===== src/rtl/bin_a_bcd_secuencial.sv =====
// Sequential binary-to-BCD converter (shift-and-add-3).
// Level init starts a conversion; done is held until init drops.
module bin_a_bcd_secuencial #(
  parameter int N_BITS   = 32,
  parameter int N_DIGITS = 10
) (
  input  logic                  clk,
  input  logic                  rst_n,
  input  logic                  init,
  input  logic [N_BITS-1:0]     bin_in,
  output logic [4*N_DIGITS-1:0] bcd_out,
  output logic                  busy,
  output logic                  done
);

  localparam int W  = 4 * N_DIGITS;
  localparam int CW = $clog2(N_BITS + 1);

  typedef enum logic [1:0] {
    IDLE   = 2'd0,
    ADJUST = 2'd1,
    SHIFT  = 2'd2,
    DONE   = 2'd3
  } state_t;

  state_t            state;
  state_t            state_nx;
  logic [N_BITS-1:0] bin_sh;
  logic [W-1:0]      bcd_acc;
  logic [W-1:0]      adj;
  logic [CW-1:0]     cnt;
  logic              last;

  assign last = (cnt == CW'(1));
  assign busy = (state == ADJUST) || (state == SHIFT);
  assign done = (state == DONE);

  always_comb begin
    adj = bcd_acc;
    for (int i = 0; i < N_DIGITS; i++) begin
      if (bcd_acc[4*i +: 4] >= 4'd5)
        adj[4*i +: 4] = bcd_acc[4*i +: 4] + 4'd3;
    end
  end

  always_ff @(posedge clk or negedge rst_n) begin
    if (!rst_n)
      state <= IDLE;
    else
      state <= state_nx;
  end

  always_comb begin
    state_nx = IDLE;
    case (state)
      IDLE:    state_nx = init ? ADJUST : IDLE;
      ADJUST:  state_nx = SHIFT;
      SHIFT:   state_nx = last ? DONE : ADJUST;
      DONE:    state_nx = init ? DONE : IDLE;
      default: state_nx = IDLE;
    endcase
  end

  always_ff @(posedge clk or negedge rst_n) begin
    if (!rst_n) begin
      bin_sh  <= '0;
      bcd_acc <= '0;
      cnt     <= '0;
      bcd_out <= '0;
    end else begin
      case (state)
        IDLE: begin
          if (init) begin
            bin_sh  <= bin_in;
            bcd_acc <= '0;
            cnt     <= CW'(N_BITS);
          end
        end
        ADJUST: bcd_acc <= adj;
        SHIFT: begin
          {bcd_acc, bin_sh} <= {bcd_acc[W-2:0], bin_sh, 1'b0};
          cnt <= cnt - CW'(1);
          // result is the accumulator after this final shift
          if (last)
            bcd_out <= {bcd_acc[W-2:0], bin_sh[N_BITS-1]};
        end
        default: ;
      endcase
    end
  end

endmodule

===== config.mk =====
export PLATFORM = sky130hd
export DESIGN_NAME = bin_a_bcd_secuencial
export DESIGN_NICKNAME = d
export VERILOG_FILES = /design/src/rtl/bin_a_bcd_secuencial.sv
export SDC_FILE = /design/constraint.sdc
export NUM_CORES = 1
export LEC_CHECK = 0
export ABC_AREA = 1
export BUFFER_PORTS_ARGS = -buffer_cell sky130_fd_sc_hd__buf_2
export CORE_MARGIN = 3
export CORE_UTILIZATION = 45
export DETAILED_ROUTE_END_ITERATION = 10
export PLACE_DENSITY = 0.71
export SYNTH_ARGS = -nofsm -noshare
export SYNTH_HDL_FRONTEND = slang
export SYNTH_SLANG_ARGS = --single-unit

===== constraint.sdc =====
create_clock -name clk -period 1.4 [get_ports clk]
set_input_delay 0.28 -clock clk [delete_from_list [all_inputs] [get_ports clk]]
set_output_delay 0.28 -clock clk [all_outputs]
set_load 0.01 [all_outputs]

# Yosys cells after proc, flatten, opt, wreduce, memory -nomap -nowiden
# Cells that the tools add are included.
# word_totals
out_inout_bits	42
elab_cells	86
in_bits	35
ff_bits	120
# classes
n_mux	20
magnitude_cmp	10
eq_ne	15
n_reduce_logical	16
add_sub_neg	11
# ops
op	count
one-hot mux 40 bit (3 select lines)	1
one-hot mux 32 bit (2 select lines)	1
adder 4 x 2 -> 4 bit, second input constant	10
>= comparator 4 x 3 -> 1 bit, second input constant	10
two-way mux 4 bit	10
two-way mux 40 bit	1
two-way mux 32 bit	1
AND reduction 3 bit	10
inequality test 2 x 1 -> 1 bit, second input constant	10
one-hot mux 6 bit (2 select lines)	1
one-hot mux 2 bit (4 select lines)	1
equality test 6 x 1 -> 1 bit, second input constant	1
two-way mux 6 bit	1
subtractor 6 x 1 -> 6 bit, second input constant	1
equality test 2 bit, second input constant	2
two-way mux 2 bit	2
AND reduction 2 bit	2
nonzero test 3 bit	1
equality test 2 x 1 -> 1 bit, second input constant	1
logical NOT 2 bit	1
inequality test 2 bit, second input constant	1
nonzero test 2 bit	1
logical OR 1 bit	1
two-way mux 1 bit	1

# Logic depth before layout (Yosys ltp)
# depth
word_depth	3
mapped_depth	10
mapped_depth_nobuf	10

# Worst setup path after synthesis
# No wires, ideal clock.
# synth_timing
path_type	reg-to-reg
from	reg state[1]
to	reg bcd_acc[0]
arrival_time_ns	1.372
period_less_slack_ns	1.489
slack_ns	-0.089
setup_time_ns	0.117
stages_incl_launch_ff	9
t_required_ns	1.283
path_buffers	2
cell_sequence	dfrtp_1 -> inv_1 -> ha_1 -> buf_2 -> inv_2 -> clkbuf_1 -> o22ai_1 -> nand2_1 -> nand2_1
# synth_via
elab_chain_len	3
word_cells_on_any_way	8
classes_between	eq/ne: 4; mux: 1; reduce/logical: 3
# synth_rtl
element	line_no	source
start, declared	26	state_t state;
start signal, assigned	50	state <= state_nx;
equality test 2 x 1 -> 1 bit, or another cell as far along	71	case (state)
inequality test 2 x 1 -> 1 bit (no line), or another cell as far along	--	
AND reduction 3 bit (no line)	--	
end signal, assigned	79	ADJUST: bcd_acc <= adj;
end signal, assigned	81	{bcd_acc, bin_sh} <= {bcd_acc[W-2:0], bin_sh, 1'b0};
end, declared	29	logic [W-1:0] bcd_acc;
# Parallel ways exist; a longest one is shown, timed or not.
# A chain may end at the register's enable or synchronous reset.

# Worst setup path in the final report
# layout_timing
from	reg state[0]
to	out busy
# layout_via
elab_chain_len	2
word_cells_on_any_way	3
classes_between	eq/ne: 2; reduce/logical: 1
# layout_rtl
element	line_no	source
equality test 2 x 1 -> 1 bit / equality test 2 bit (equally long branches)	35	assign busy = (state == ADJUST) || (state == SHIFT);
logical OR 1 bit *	35	
end, declared	12	output logic busy,
# Mark *: on every way between the ends. The rest lies on a longest branch, timed or not.

==> results.ini <==
[global_route]
grt_first_pass_wirelength_mm = 25.5
antenna_found_initial = 0
grt_usage_pct = 21.3
grt_pass1_vias = 5473
grt_max_degree = 68
grt-ovfl-total = 0

[yosys]
synth.most_common_cell = nand2_1
synth_common_cells = 293 x nand2_1, 120 x dfrtp_1, 94 x inv_1, 74 x o21ai_1
synth_nets = 854
synth_edf_count = 0
netlist_instances = 791
ys_warn_count = 0
synth_top_area_share_pct = 48.2
synth_cell_types = 24
synth_top_cell_by_area = dfrtp_1
ys.flop_type = dfrtp_1
yosysSeqAreaShare_pct = 48.2
synth_area_um2 = 6230
synth_seq_cells = 120
synthTopCellsByArea = dfrtp_1 48%, nand2_1 18%, o21ai_1 5.9%
async_reset_ff_share_pct = 100
syn_avg_cell_area_um2 = 7.88

[floorplan]
ios = 77
die_y_um = 124
coreArea_um2 = 13400
fp-row-count = 42
dieArea_um2 = 15300
die_x_um = 124
start_util_pct = 46.5

[setup_path]
worstSetupEndpoint = busy
worst_setup_path_end_kind = output port
critPathRequiredTime_ns = 1.12
r2r_slack_ns = -0.16
r2r_start = state[1]
worstSetupPathType = reg -> out
crit_fanout = 3
start_kind = register
timing.critical_path.arrival_ns = 1.30
r2r_end = bin_sh[6]
crit_start = state[0]
r2r_cells = 8

[placement]
hpwl_mm = 9.86
placed_cell_area_um2 = 7260
gp_congestion = 0.819
port_buffers = 76
dp_cells = 1065

[drt]
num_vias = 5730
drt_iter0_drc = 305
post_drt_wl_per_cell_um = 14.8
dr.pass1.iters = 5
drc_errors = 0
wirelength_mm = 16.6
vias_per_cell = 5.10
ant_nets = 0

[timing]
setup_viol = 121
hold_viol = 0
max_clock_freq_mhz = 633
rsz0062_at_grt = true
post-route-period-util_pct = 113
post-route-min-period_ns = 1.58
tightest_slew_ns = 0.307
layout_setup_ws_ns = -0.180
maxSlewHeadroom_pct = 79.5
final-max-slew-violation-count = 0
skew_ns = 0.00877

[finish]
final_cell_count_no_fill = 1123
design_area_um2 = 8770
drive_gt1_share_pct = 32.0
nNetsFinal = 997
area_growth_pct = 40.9
antennaDiodeCount = 0

[clocking]
cts.clk_slew.worst_paths_ns = 0.06
cts.path.max_buffers = 2
cts_tree = yes
worstSkewPairLatency_ns = 0.42
numCtsBuffers = 17
clock-root-buffer = clkbuf_16
htreeDepth = 4
clock-sinks = 120

[power_and_ir_drop]
total_power_w = 0.0198
leakage_nw = 4.44
peakVddDrop_uv = 1040
power_density_nw_per_um2 = 2250

[hold_path]
hp-class = in -> reg

[status]
run_status = finished with violations
violations = setup timing

[run]
maxCapViolCount = 0

-- stage by stage --
| step | hold slack, ns | worst slack, ns | utilization, % | TNS (ns) |
|---|---|---|---|---|
| after CTS | 0.0673 | -0.171 | 63.4 | -11.41 |
| after global routing | 0.0743 | -0.224 | 65.5 | -21.03 |
| after floorplan | -0.0156 | 0.00823 | - | 0 |
| final | 0.0792 | -0.180 | 65.5 | -13.76 |
| after detailed placement | 0.114 | -0.154 | 54.2 | -11.60 |
| after global placement | 0.112 | -0.124 | 54.2 | -9.08 |
-- layout make-up --
type,instances,area (µm²)
repair buffers,164,1480
well taps,176,220
flip-flops and latches,120,3000
inverters,99,383
fillers,1093,4630
multi-input cells,532,3130
clock inverters,13,131
clock buffers,19,433
-- flip-flops by register name (all words and copies together), names as in the netlist --
name and flops:
bcd_acc 40, bcd_out 40, bin_sh 32, cnt 6, state 2
-- repair_timing --
action,CTS,global route
endpoints found under the setup margin,118,122
endpoints found under the hold margin,120,0
gates resized for setup,96,44
gates cloned,7,6
pin swaps,35,26
hold buffers,1,0
setup buffers,10,3
-- how the worst min path moves through the flow --
stage                    from         end  cells past startpoint
floorplan               rst_n  bcd_acc[0]                      0
global placement        rst_n  bin_sh[28]                      1
detailed placement      rst_n  bin_sh[28]                      1
CTS                 bin_in[0]   bin_sh[0]                      3
global route        bin_in[0]   bin_sh[0]                      3
finish              bin_in[0]   bin_sh[0]                      3
-- cell usage in the layout (no fill, tap or decap), drive strengths merged --
| cell | n |
|---|---|
| a21oi | 2 |
| a22oi | 1 |
| a31oi | 1 |
| buf | 158 |
| bufinv | 2 |
| clkbuf | 24 |
| clkinv | 7 |
| clkinvlp | 5 |
| dfrtp | 120 |
| dlygate4sd3 | 1 |
| ha | 28 |
| inv | 98 |
| nand2 | 295 |
| nand3 | 24 |
| nand4 | 2 |
| nor2 | 32 |
| nor3 | 1 |
| o211ai | 31 |
| o21ai | 84 |
| o22ai | 31 |
-- critical path: stages, from the launching register on --
cell	delay [ns]
dfrtp_1	0.41
inv_2	0.13
ha_4	0.22
buf_6	0.12
-- metal layers --
layer | GRT usage, % | part of all wire (%) | routed length (µm)
met4 | 9.13 | 2.3 | 381
met3 | 4.41 | 4.6 | 770
met2 | 35.0 | 50 | 8250
met5 | 0 | 0 | 0
met1 | 27.2 | 43 | 7210
-- where the power goes --
group	switching (W)	internal (W)	total, W	leakage (nW)
combinational	0.00578	0.00461	0.0104	2.58
clock	0.00157	0.00259	0.00416	0.265
sequential	0.000737	0.00450	0.00524	1.60
-- cells by family (layout without fill, tap and decap cells) --
group           count (synthesis)  after routing  synth area share (%)
compound gates                150            150                  14.5
flops                         120            120                  48.2
fa+ha+maj                      28             28                  5.62
simple gates                  353            354                  22.4
buf+inv                       140            295                  9.22
No activity file was read; power rests on OpenSTA's default activity.
